<file path="src/rtl/input_port16_pkg.sv">
// Shared definitions for the input_port16 read-side peripheral: register map and read mux.
// Used by the block itself, CPU-side address decode and the bench.
package input_port16_pkg;

   typedef logic [1:0] ip_addr_t;

   localparam ip_addr_t IP_ADDR_SW       = 2'd0;
   localparam ip_addr_t IP_ADDR_BTN      = 2'd1;
   localparam ip_addr_t IP_ADDR_PRESSED  = 2'd2;
   localparam ip_addr_t IP_ADDR_RELEASED = 2'd3;

   function automatic logic [15:0] ip_read_mux(input ip_addr_t   addr,
                                               input logic [15:0] sw,
                                               input logic [15:0] lvl,
                                               input logic [15:0] prs,
                                               input logic [15:0] rel);
      logic [15:0] r;
      unique case (addr)
         IP_ADDR_SW:      r = sw;
         IP_ADDR_BTN:     r = lvl;
         IP_ADDR_PRESSED: r = prs;
         default:         r = rel;
      endcase
      return r;
   endfunction

endpackage

</file>
<file path="src/rtl/input_port16_if.sv">
// CPU-side register bus of input_port16: address, read strobe, read data and interrupt.
interface input_port16_if;
   import input_port16_pkg::*;

   ip_addr_t    addr;
   logic        rd;
   logic [15:0] dout;
   logic        irq;

   modport master (output addr, rd, input dout, irq);
   modport slave  (input addr, rd, output dout, irq);
endinterface

</file>
<file path="src/rtl/input_port16_debounce.sv">
// One pushbutton: two-flop synchronizer, stability counter and accepted level.
// rise_o/fall_o pulse in the cycle the level is updated, so events latch on the same edge.
module input_port16_debounce #(
   parameter int DEBOUNCE_CYCLES = 16
) (
   input  logic clk,
   input  logic reset,
   input  logic btn_i,
   output logic level_o,
   output logic rise_o,
   output logic fall_o
);

   localparam int                CNT_W    = $clog2(DEBOUNCE_CYCLES);
   localparam logic [CNT_W-1:0]  CNT_LAST = CNT_W'(DEBOUNCE_CYCLES - 1);

   logic             meta_q, sync_q;
   logic             level_q, level_d;
   logic [CNT_W-1:0] cnt_q, cnt_d;
   logic             accept;

   always_comb begin
      accept  = (sync_q != level_q) && (cnt_q == CNT_LAST);
      cnt_d   = '0;
      level_d = level_q;
      if (accept) begin
         level_d = sync_q;
      end else if (sync_q != level_q) begin
         cnt_d = cnt_q + 1'b1;
      end
   end

   always_ff @(posedge clk) begin
      if (reset) begin
         meta_q  <= 1'b0;
         sync_q  <= 1'b0;
         cnt_q   <= '0;
         level_q <= 1'b0;
      end else begin
         meta_q  <= btn_i;
         sync_q  <= meta_q;
         cnt_q   <= cnt_d;
         level_q <= level_d;
      end
   end

   assign level_o = level_q;
   assign rise_o  = accept &  sync_q;
   assign fall_o  = accept & ~sync_q;

endmodule

</file>
<file path="src/rtl/input_port16.sv">
// Read-side I/O peripheral: synchronized switches, debounced buttons, sticky press/release events.
// Optional INPUT_PORT_IRQ_EN drives irq from any pending press; otherwise irq is tied low.
module input_port16
   import input_port16_pkg::*;
#(
   parameter int DEBOUNCE_CYCLES = 16,
   parameter int NUM_BUTTONS     = 5,
   parameter int SW_WIDTH        = 16
) (
   input  logic                   clk,
   input  logic                   reset,
   input  logic [SW_WIDTH-1:0]    switches,
   input  logic [NUM_BUTTONS-1:0] buttons,
   input_port16_if.slave          bus
);

   logic [SW_WIDTH-1:0]    sw_meta_q, sw_sync_q;
   logic [NUM_BUTTONS-1:0] btn_level, btn_rise, btn_fall;
   logic [NUM_BUTTONS-1:0] pressed_q, pressed_d;
   logic [NUM_BUTTONS-1:0] released_q, released_d;
   logic [15:0]            dout_q, dout_d;
   logic [15:0]            sw_ext, lvl_ext, prs_ext, rel_ext;
   logic                   clr_prs, clr_rel;

   for (genvar i = 0; i < NUM_BUTTONS; i++) begin : g_btn
      input_port16_debounce #(
         .DEBOUNCE_CYCLES(DEBOUNCE_CYCLES)
      ) u_debounce (
         .clk    (clk),
         .reset  (reset),
         .btn_i  (buttons[i]),
         .level_o(btn_level[i]),
         .rise_o (btn_rise[i]),
         .fall_o (btn_fall[i])
      );
   end

   always_comb begin
      sw_ext  = '0;
      lvl_ext = '0;
      prs_ext = '0;
      rel_ext = '0;
      sw_ext[SW_WIDTH-1:0]     = sw_sync_q;
      lvl_ext[NUM_BUTTONS-1:0] = btn_level;
      prs_ext[NUM_BUTTONS-1:0] = pressed_q;
      rel_ext[NUM_BUTTONS-1:0] = released_q;

      clr_prs = bus.rd && (bus.addr == IP_ADDR_PRESSED);
      clr_rel = bus.rd && (bus.addr == IP_ADDR_RELEASED);

      // Clear first, then OR in new events: a same-cycle event survives the read.
      pressed_d  = (clr_prs ? '0 : pressed_q)  | btn_rise;
      released_d = (clr_rel ? '0 : released_q) | btn_fall;

      dout_d = bus.rd ? ip_read_mux(bus.addr, sw_ext, lvl_ext, prs_ext, rel_ext) : dout_q;
   end

   always_ff @(posedge clk) begin
      if (reset) begin
         sw_meta_q  <= '0;
         sw_sync_q  <= '0;
         pressed_q  <= '0;
         released_q <= '0;
         dout_q     <= '0;
      end else begin
         sw_meta_q  <= switches;
         sw_sync_q  <= sw_meta_q;
         pressed_q  <= pressed_d;
         released_q <= released_d;
         dout_q     <= dout_d;
      end
   end

   assign bus.dout = dout_q;

`ifdef INPUT_PORT_IRQ_EN
   logic irq_q;

   always_ff @(posedge clk) begin
      if (reset) begin
         irq_q <= 1'b0;
      end else begin
         irq_q <= |pressed_q;
      end
   end

   assign bus.irq = irq_q;
`else
   assign bus.irq = 1'b0;
`endif

endmodule

</file>
<file path="src/flat_wrapper.sv">
// flat-port wrapper written by rule: the top's interface ports become plain ports
module input_port16_flat import input_port16_pkg::*;
#(
   parameter int DEBOUNCE_CYCLES = 16,
   parameter int NUM_BUTTONS     = 5,
   parameter int SW_WIDTH        = 16
)
  (clk, reset, switches, buttons, bus_addr, bus_rd, bus_dout, bus_irq);
  input_port16_if bus_i ();
  input  logic clk;
  input  logic reset;
  input  logic [SW_WIDTH-1:0] switches;
  input  logic [NUM_BUTTONS-1:0] buttons;
  input wire logic [$bits(bus_i.addr)-1:0] bus_addr;
  input wire logic [$bits(bus_i.rd)-1:0] bus_rd;
  output wire logic [$bits(bus_i.dout)-1:0] bus_dout;
  output wire logic [$bits(bus_i.irq)-1:0] bus_irq;
  assign bus_i.addr = bus_addr;
  assign bus_i.rd = bus_rd;
  assign bus_dout = bus_i.dout;
  assign bus_irq = bus_i.irq;
  input_port16 #(.DEBOUNCE_CYCLES(DEBOUNCE_CYCLES), .NUM_BUTTONS(NUM_BUTTONS), .SW_WIDTH(SW_WIDTH)) u_core (.clk(clk), .reset(reset), .switches(switches), .buttons(buttons), .bus(bus_i));
endmodule
</file>
<file path="config.mk">
export PLATFORM = sky130hd
export DESIGN_NAME = input_port16_flat
export DESIGN_NICKNAME = d
export VERILOG_FILES = /design/src/rtl/input_port16_pkg.sv /design/src/rtl/input_port16_if.sv /design/src/rtl/input_port16_debounce.sv /design/src/rtl/input_port16.sv /design/src/flat_wrapper.sv
export SDC_FILE = /design/constraint.sdc
export NUM_CORES = 1
export LEC_CHECK = 0
export BUFFER_PORTS_ARGS = -buffer_cell sky130_fd_sc_hd__buf_2
export CORE_MARGIN = 2
export CORE_UTILIZATION = 56
export DETAILED_ROUTE_END_ITERATION = 8
export PLACE_DENSITY = 0.74
export SYNTH_ARGS = -nofsm -noshare
export SYNTH_HDL_FRONTEND = slang
export SYNTH_SLANG_ARGS = --single-unit
</file>
<file path="constraint.sdc">
create_clock -name clk -period 1.45 [get_ports clk]
set_input_delay 0.2175 -clock clk [delete_from_list [all_inputs] [get_ports clk]]
set_output_delay 0.2175 -clock clk [all_outputs]
set_load 0.01 [all_outputs]
</file>
==> run_results.csv, run 1 <==
group,metric,value,unit
global_routing,grt_pass1_vias,1954,
pwr,ir_drop,0.683,mV
worst_setup_path,crit_slowest_cell,"or3_1",
routing,drc,0,
worst_setup_path,rr_endpoint,"u_core.g_btn[4].u_debounce.cnt_q[3]",
worst_setup_path,cp_num_cells,4,
cells_and_area,finish.net_count,376,
worst_setup_path,critPathTopFamily,"simple AND/OR/NAND/NOR gates",
floorplanning,die_h,79.5,um
yosys,syn_inst,302,
routing,ant_nets,0,
timing,hold_viol,0,
routing,drt_iter0_markers,66,
global_routing,grt_pass1_wl,8530,um
yosys,synth_top_cell_area_share,0.583,
worst_setup_path,worstPathArrival,1.63,ns
clock_network,cts_buffers,9,
worst_setup_path,slowest_delay,0.41,ns
pwr,power_density,1260,nW/um2
floorplanning,dieArea,6320,um2
worst_setup_path,reg2reg_depth,4,
worst_setup_path,crit_required,1.74,ns
timing,setup_viol,0,
clock_network,clk_latency,0.34,ns
routing,drt-total-wl,5080,um
timing,final_max_slew_viol_count,0,
global_routing,track_usage,0.178,
cells_and_area,stdcell_area,3680,um2
worst_hold_path,worstHoldPathCells,2,
place,gp_congestion,0.761,
yosys,synth.avg_cell_area,10.6,um2
place,dpl_cell_area,3450,um2
timing,fin_tns_setup,0,ns
yosys,netlist-cell-type-count,23,
clock_network,post-cts-setup-buffers,0,
cells_and_area,layout_common_cells,"dfxtp_1 (93), nor2b_1 (53), nor2_1 (45)",
worst_setup_path,startpoint,"u_core.g_btn[4].u_debounce.cnt_q[0]",
floorplanning,core-area,5510,um2
clock_network,cts_tree,"yes",
worst_setup_path,worst-path-max-fanout,4,
yosys,synth-seq-cells,93,
timing,clock.fmax,0.746,GHz
worst_setup_path,end_kind,"flip-flop",
routing,vias,2067,
global_routing,grt_overflow,0,
timing,period_needed,1.34,ns
pwr,p_leak,1.50,nW
place,io_buffers,41,
yosys,syn_area,3190,um2
worst_setup_path,rr_startpoint,"u_core.g_btn[4].u_debounce.cnt_q[0]",
worst_setup_path,critical_path_class,"reg -> reg",
clock_network,clockBufferDepth,2,
yosys,yosysSeqAreaShare,0.583,
yosys,synth_edf_count,0,
clock_network,clockRootBuffer,"clkbuf_8",
global_routing,antenna_found_initial,0,
floorplanning,die_width,79.5,um
yosys,yosys_most_used_dff,"dfxtp_1",
worst_hold_path,worstHoldStart,"buttons[0]",
timing,rsz0062_at_grt,"no",
cells_and_area,n_fill_cell,434,
yosys,async_flop_share,0,
cells_and_area,layout-drive-gt1-share,0.200,
yosys,yosys-top-cells-area,"dfxtp_1 (58%), nor2b_1 (10%), nor2_1 (5.4%), mux4_2 (3.5%), mux2i_1 (3.1%)",
floorplanning,io_pins,43,
yosys,yosysTopAreaCell,"dfxtp_1",
worst_hold_path,hold_class,"in -> reg",
worst_setup_path,start_kind,"flip-flop",
global_routing,grt_max_degree,27,
cells_and_area,layout_commonest_cell,"dfxtp_1",
clock_network,h-tree-depth,3,
floorplanning,start_util,0.580,
timing,fin_hold_ws,0.0761,ns
yosys,syn_nets,333,
worst_setup_path,path_buf_inv,0,
routing,avgRoutedWirePerCell,12.0,um
routing,drt_first_pass_iters,4,
outcome,status,"complete, no violations",
timing,clock_skew,0.00793,ns
floorplanning,rows,27,
worst_hold_path,hold_end,"u_core.g_btn[0].u_debounce.meta_q",
place,dp_hpwl,3470,um
routing,routed_via_density,4.90,
flow_run,max_cap_violations,0,
timing,period_share,0.924,
worst_setup_path,r2r_setup_slack,0.11,ns
clock_network,clk_pin_slew,0.08,ns
cells_and_area,areaGrowthSynthToFinish,15.3,%
yosys,yosys_warnings,0,
clock_network,cts.sinks,93,
worst_setup_path,path_cells,"ha_1 -> and3_1 -> or3_1 -> nor2_1",
cells_and_area,final_core_util,0.668,
cells_and_area,antenna_cells,0,
-- layer usage --
layer / vias up / track usage / wire length [um]
met5: - / 0 / 0
met4: 0 / 0.0828 / 61
met3: 5 / 0.0509 / 239
met2: 43 / 0.293 / 2460
met1: 954 / 0.215 / 2330
li1: 1065 / - / -
-- how the worst max path moves through the flow --
stage,slack (ns),end
6_report,0.11,u_core.g_btn[4].u_debounce.cnt_q[3]
4_1_cts,0.07,u_core.g_btn[3].u_debounce.cnt_q[1]
3_5_place_dp,0.09,u_core.g_btn[3].u_debounce.cnt_q[1]
3_3_place_gp,0.14,u_core.bus.dout[1]
2_1_floorplan,0.19,u_core.g_btn[0].u_debounce.cnt_q[3]
5_1_grt,0.02,u_core.g_btn[0].u_debounce.cnt_q[3]
-- worst reg2reg max path, delay by kind of cell (launching register included) --
| family | cells | cell delay (ns) |
|---|---|---|
| fa+ha+maj | 1 | 0.22 |
| flops | 1 | 0.33 |
| simple gates | 3 | 0.73 |
-- repair_timing --
action,4_1_cts,5_1_grt
hold buffers,0,0
setup endpoints to repair,0,4
resized for setup,0,3
-- cell families after synthesis --
family | Yosys count | share of synthesized area
AO/OA/AOI/OAI | 21 | 0.0447
other | 1 | 0.00117
flip-flops | 93 | 0.583
multiplexers | 15 | 0.0666
adder cells (fa/ha/maj) | 5 | 0.0196
XOR/XNOR | 15 | 0.0412
buffers and inverters | 30 | 0.0423
AND/OR/NAND/NOR | 122 | 0.201
-- cell type report --
class                   instances  area (um2)  area share
clock buffers                  11         131      0.0357
clock inverters                 5        83.8      0.0228
inverters                      15        56.3      0.0153
multi-input cells             179        1210       0.328
flip-flops and latches         93        1860       0.506
well taps                      72        90.1      0.0245
repair buffers                 47         250      0.0680
-- state kept, by name, summed over array words and instances (netlist names) --
register / count
u_core.bus.dout: 16
u_core.g_btn.u_debounce.cnt_q: 20
u_core.sw_meta_q: 16
u_core.released_q: 5
u_core.g_btn.u_debounce.meta_q: 5
u_core.g_btn.u_debounce.sync_q: 5
u_core.g_btn.u_debounce.level_o: 5
u_core.pressed_q: 5
u_core.sw_ext: 16
-- where the power goes --
part           switching [W]  internal, W
logic              0.0000968    0.0000898
clock network       0.000837     0.000978
registers          0.0000215      0.00261
total               0.000955      0.00368
-- cells in the mapped netlist, drive strengths merged, types with 6 or more instances --
cell type / number
nand3: 6
inv: 15
nor2b: 53
dfxtp: 93
mux2i: 10
a32oi: 10
xnor2: 10
clkbuf: 7
buf: 8
a21oi: 11
nor2: 46
-- stage by stage --
step	power [W]	worst slack, ns	instances
finish	0.00464	0.110	422
global placement	0.00288	0.142	406
detailed placement	0.00288	0.0890	406
CTS	0.00471	0.0689	422
floorplan	0.00282	0.191	302
global route	0.00483	0.0177	422
No activity file was read; power rests on OpenSTA's default activity.
==> run 2: changes to the inputs <==
--- a/config.mk
+++ b/config.mk
@@ -6,8 +6,10 @@
 export NUM_CORES = 1
 export LEC_CHECK = 0
 export BUFFER_PORTS_ARGS = -buffer_cell sky130_fd_sc_hd__buf_2
+export CELL_PAD_IN_SITES_DETAIL_PLACEMENT = 0
+export CELL_PAD_IN_SITES_GLOBAL_PLACEMENT = 1
 export CORE_MARGIN = 2
-export CORE_UTILIZATION = 56
+export CORE_UTILIZATION = 44
 export DETAILED_ROUTE_END_ITERATION = 8
 export PLACE_DENSITY = 0.74
 export SYNTH_ARGS = -nofsm -noshare
==> run 2 against run 1 <==
- sequential share of layout area shrank 0.069 points
- utilization down 15 points
- non-clock buffer count rose by 1
- worst setup slack worse by 0.024 ns
- combinational power barely moved
- global-route usage fell by 3.8 points
- worst hold slack got worse by 0.0069 ns
- count of clock-buffer cells in the layout unchanged
- largest power group unchanged
==> run_results.csv, run 2 (synthesis results as in run 1) <==
group,metric,value,unit
outcome,status,"complete, no violations",
clock_network,clockRootBuffer,"clkbuf_8",
clock_network,h-tree-depth,3,
routing,drc,0,
floorplanning,rows,31,
clock_network,clockBufferDepth,2,
cells_and_area,layout-drive-gt1-share,0.202,
place,dp_hpwl,3570,um
floorplanning,dieArea,7950,um2
timing,clock_skew,0.00743,ns
worst_setup_path,critPathTopFamily,"simple AND/OR/NAND/NOR gates",
timing,setup_viol,0,
floorplanning,die_width,89.2,um
worst_setup_path,start_kind,"flip-flop",
timing,final_max_slew_viol_count,0,
clock_network,cts_buffers,9,
worst_hold_path,worstHoldStart,"switches[14]",
worst_setup_path,path_cells,"ha_1 -> and3_1 -> or3_1 -> nor2_1",
global_routing,grt_overflow,0,
timing,period_needed,1.36,ns
routing,vias,2058,
worst_hold_path,worstHoldPathCells,2,
cells_and_area,largest_register_ff_count,20,
worst_setup_path,rr_endpoint,"u_core.g_btn[3].u_debounce.cnt_q[3]",
routing,drt_iter0_markers,76,
clock_network,clk_pin_slew,0.09,ns
global_routing,antenna_found_initial,0,
pwr,power_density,1190,nW/um2
floorplanning,die_h,89.2,um
routing,drt-total-wl,5170,um
routing,avgRoutedWirePerCell,11.5,um
worst_setup_path,worstPathArrival,1.65,ns
clock_network,clk_latency,0.35,ns
pwr,total_power,0.00439,W
worst_hold_path,hold_end,"u_core.sw_meta_q[14]",
worst_setup_path,crit_required,1.74,ns
cells_and_area,areaGrowthSynthToFinish,15.5,%
cells_and_area,final_core_util,0.516,
clock_network,cts_hold_buf,0,
worst_setup_path,r2r_setup_slack,0.09,ns
timing,worst_pin_slew,0.791,ns
clock_network,cts.sinks,93,
worst_setup_path,rr_startpoint,"u_core.g_btn[3].u_debounce.cnt_q[0]",
flow_run,max_cap_violations,0,
timing,clock.fmax,0.733,GHz
floorplanning,start_util,0.447,
global_routing,grt_pass1_wl,8470,um
worst_setup_path,worst-path-max-fanout,4,
clock_network,cts_tree,"yes",
global_routing,grt_pass1_vias,1929,
cells_and_area,layout_commonest_cell,"dfxtp_1",
worst_setup_path,path_buf_inv,0,
cells_and_area,layout_common_cells,"dfxtp_1 (93), nor2b_1 (53), nor2_1 (46)",
worst_setup_path,crit_slowest_cell,"or3_1",
worst_setup_path,slowest_delay,0.40,ns
pwr,ir_drop,0.647,mV
floorplanning,core-area,7140,um2
cells_and_area,antenna_cells,0,
routing,routed_via_density,4.57,
global_routing,grt_max_degree,23,
worst_hold_path,hold_class,"in -> reg",
place,io_buffers,41,
worst_setup_path,reg2reg_depth,4,
cells_and_area,finish.net_count,377,
timing,relSlewSlack,0.470,
cells_and_area,top_register,"u_core.g_btn.u_debounce.cnt_q",
global_routing,track_usage,0.139,
timing,hold_viol,0,
floorplanning,io_pins,43,
worst_setup_path,end_kind,"flip-flop",
timing,period_share,0.941,
place,gp_congestion,0.723,
pwr,p_leak,1.50,nW
worst_setup_path,critical_path_class,"reg -> reg",
routing,ant_nets,0,
timing,rsz0062_at_grt,"no",
routing,drt_first_pass_iters,4,
## run 2: worst max-delay path by stage
stage | depth (start not counted) | start | slack [ns] | to
CTS | 4 | u_core.g_btn[3].u_debounce.cnt_q[0] | 0.07 | u_core.g_btn[3].u_debounce.cnt_q[3]
global placement | 4 | bus_addr[1] | 0.05 | u_core.bus.dout[15]
floorplan | 4 | u_core.g_btn[0].u_debounce.cnt_q[0] | 0.19 | u_core.g_btn[0].u_debounce.cnt_q[3]
detailed placement | 4 | bus_addr[1] | -0.02 | u_core.bus.dout[11]
finish | 4 | u_core.g_btn[3].u_debounce.cnt_q[0] | 0.09 | u_core.g_btn[3].u_debounce.cnt_q[3]
global route | 4 | u_core.g_btn[0].u_debounce.cnt_q[0] | 0.008 | u_core.g_btn[0].u_debounce.cnt_q[3]
## run 2: cell type report
| type | count | area (um2) |
|---|---|---|
| Fill cell | 716 | 3450 |
| Sequential cell | 93 | 1860 |
| Multi-Input combinational cell | 179 | 1200 |
| Timing Repair Buffer | 48 | 258 |
| Clock buffer | 11 | 151 |
| Tap cell | 99 | 124 |
| Inverter | 15 | 56.3 |
| Clock inverter | 5 | 35.0 |
## run 2: per-layer routing
metal	track usage	vias up	wire, um
met5	0	-	0
met4	0.0733	0	100
met3	0.0277	7	135
met2	0.211	29	2380
met1	0.189	955	2560
li1	-	1067	-
## run 2: what timing repair did
item                                    CTS  global route
endpoints found under the setup margin    0             1
buffers inserted                          0             0
gates resized for setup                   0             1
hold endpoints to repair                  0             0
## run 2: power breakdown
part           internal [W]  switching, W
clock              0.000717      0.000852
sequential          0.00261     0.0000219
combinational     0.0000913     0.0000956
## run 2: through the flow
stage | worst slack [ns] | hold WS, ns | instances | cell area, um2 | TNS [ns]
after floorplan | 0.191 | 0.346 | 302 | 3190 | 0
after global placement | 0.0521 | 0.416 | 434 | 3490 | 0
after detailed placement | -0.0223 | 0.424 | 434 | 3490 | -0.0223
after CTS | 0.0661 | 0.0579 | 450 | 3680 | 0
after global routing | 0.00830 | 0.0688 | 450 | 3690 | 0
final | 0.0858 | 0.0692 | 450 | 3690 | 0
==> run 3: changes to the inputs <==
--- a/config.mk
+++ b/config.mk
@@ -6,11 +6,10 @@
 export NUM_CORES = 1
 export LEC_CHECK = 0
 export BUFFER_PORTS_ARGS = -buffer_cell sky130_fd_sc_hd__buf_2
-export CELL_PAD_IN_SITES_DETAIL_PLACEMENT = 0
-export CELL_PAD_IN_SITES_GLOBAL_PLACEMENT = 1
 export CORE_MARGIN = 2
-export CORE_UTILIZATION = 44
+export CORE_UTILIZATION = 56
 export DETAILED_ROUTE_END_ITERATION = 8
+export GPL_TIMING_DRIVEN = 0
 export PLACE_DENSITY = 0.74
 export SYNTH_ARGS = -nofsm -noshare
 export SYNTH_HDL_FRONTEND = slang
==> run 3 against run 2 <==
- wire length rose by 12%
- worst hold slack improved by 0.0023 ns
- sequential share of layout area fell by 0.69 points
- power rose by 14%
- non-clock buffer count rose by 5
- clock skew fell by 0.0037 ns
- cell count fell by 5.1%
- sequential cell count did not move
- count of clock-buffer cells in the layout fell by 2
- combinational power rose by 6%
- final area rose by 1.4%
- critical endpoint unchanged
- largest power group unchanged
- highest routed layer unchanged
==> run_results.csv, run 3 (synthesis results as in run 1) <==
group,metric,value,unit
clock_network,clockRootBuffer,"clkbuf_8",
worst_setup_path,path_cells,"ha_1 -> and3_1 -> or3_1 -> nor2_1",
pwr,ir_drop,0.980,mV
cells_and_area,finish.net_count,382,
timing,setup_viol,0,
routing,drt-total-wl,5780,um
pwr,power_density,1340,nW/um2
pwr,total_power,0.00501,W
clock_network,cts.sinks,93,
floorplanning,die_width,79.5,um
cells_and_area,largest_register_ff_count,20,
flow_run,max_cap_violations,0,
routing,drc,0,
place,dp_hpwl,3920,um
routing,vias,2121,
clock_network,cts_buffers,9,
timing,clock.fmax,0.725,GHz
worst_setup_path,slowest_delay,0.40,ns
place,io_buffers,38,
cells_and_area,areaGrowthSynthToFinish,17.1,%
floorplanning,rows,27,
worst_setup_path,start_kind,"flip-flop",
worst_setup_path,worstPathArrival,1.66,ns
worst_setup_path,worst-path-max-fanout,4,
worst_setup_path,path_buf_inv,0,
worst_setup_path,end_kind,"flip-flop",
cells_and_area,fin_cells,427,
routing,drt_first_pass_iters,4,
place,placed_cells_incl_taps,412,
worst_setup_path,critPathTopFamily,"simple AND/OR/NAND/NOR gates",
worst_setup_path,r2r_setup_slack,0.07,ns
routing,routed_via_density,4.97,
timing,fin_tns_setup,0,ns
clock_network,clk_latency,0.34,ns
floorplanning,io_pins,43,
worst_setup_path,crit_slowest_cell,"or3_1",
clock_network,cts_tree,"yes",
clock_network,clockBufferDepth,2,
routing,drt_iter0_markers,89,
routing,ant_nets,0,
global_routing,grt_max_degree,16,
worst_hold_path,hold_class,"in -> reg",
cells_and_area,top_register,"u_core.g_btn.u_debounce.cnt_q",
clock_network,h-tree-depth,3,
global_routing,grt_pass1_vias,2082,
clock_network,cts_hold_buf,0,
cells_and_area,layout-drive-gt1-share,0.194,
timing,final_max_slew_viol_count,0,
routing,avgRoutedWirePerCell,13.5,um
global_routing,track_usage,0.202,
global_routing,antenna_found_initial,0,
timing,relSlewSlack,0.600,
timing,period_needed,1.38,ns
place,gp_congestion,0.731,
worst_setup_path,critical_path_class,"reg -> reg",
timing,hold_viol,0,
timing,worst_pin_slew,0.600,ns
pwr,p_leak,1.53,nW
global_routing,grt_overflow,0,
floorplanning,die_h,79.5,um
timing,rsz0062_at_grt,"no",
clock_network,clk_pin_slew,0.09,ns
timing,period_share,0.951,
timing,clock_skew,0.00373,ns
cells_and_area,layout_common_cells,"dfxtp_1 (93), nor2b_1 (53), nor2_1 (46)",
floorplanning,start_util,0.580,
floorplanning,dieArea,6320,um2
floorplanning,core-area,5510,um2
cells_and_area,antenna_cells,0,
cells_and_area,layout_commonest_cell,"dfxtp_1",
worst_setup_path,crit_required,1.73,ns
clock_network,post-cts-setup-buffers,0,
global_routing,grt_pass1_wl,9640,um
outcome,status,"complete, no violations",
[run 3: cell count changes in the layout (fill, tap and decap cells not counted), sizes merged]
| cell | previous run | this run |
|---|---|---|
| clkbuf | 11 | 16 |
| buf | 48 | 46 |
| bufinv | 0 | 4 |
| clkinv | 4 | 1 |
[run 3: final timing paths]
kind / from / end / cells past startpoint
hold reg to reg: u_core.sw_meta_q[1] / u_core.sw_ext[1] / 1
hold / removal: switches[8] / u_core.sw_meta_q[8] / 2
setup / recovery: u_core.g_btn[3].u_debounce.cnt_q[0] / u_core.g_btn[3].u_debounce.cnt_q[3] / 4
setup reg to reg: u_core.g_btn[3].u_debounce.cnt_q[0] / u_core.g_btn[3].u_debounce.cnt_q[3] / 4
[run 3: metal layers]
| metal | GRT usage | vias up | wire (um) |
|---|---|---|---|
| li1 | - | 1079 | - |
| met2 | 0.307 | 52 | 2760 |
| met3 | 0.0509 | 8 | 258 |
| met5 | 0 | - | 0 |
| met4 | 0.0897 | 0 | 95 |
| met1 | 0.273 | 982 | 2660 |
[run 3: repair_timing]
item	4_1_cts	5_1_grt
endpoints found under the setup margin	0	2
gates resized for setup	0	1
hold endpoints to repair	0	0
[run 3: through the flow]
step / instance area (um2) / utilization / hold slack (ns) / worst slack (ns)
floorplan: 3190 / - / 0.346 / 0.191
global placement: 3470 / 0.631 / 0.416 / -0.0313
detailed placement: 3470 / 0.631 / 0.420 / -0.0648
CTS: 3730 / 0.678 / 0.0648 / 0.0530
global route: 3740 / 0.679 / 0.0705 / 0.0110
finish: 3740 / 0.679 / 0.0715 / 0.0707
[run 3: final cells by class]
type                       instances  area (um2)
clock buffer                       9         124
clock inverter                     6         136
tap                               72        90.1
multi-input combinational        179        1200
inverter                          15        56.3
fill                             426        1770
timing repair buffer              38         190
buffer                            15        78.8
sequential                        93        1860
[run 3: report_power, final]
group          leakage, nW  switching, W  total [W]  internal (W)
clock                0.126      0.000864    0.00218       0.00131
combinational        0.644      0.000107   0.000199     0.0000913
sequential           0.759     0.0000211    0.00263       0.00261
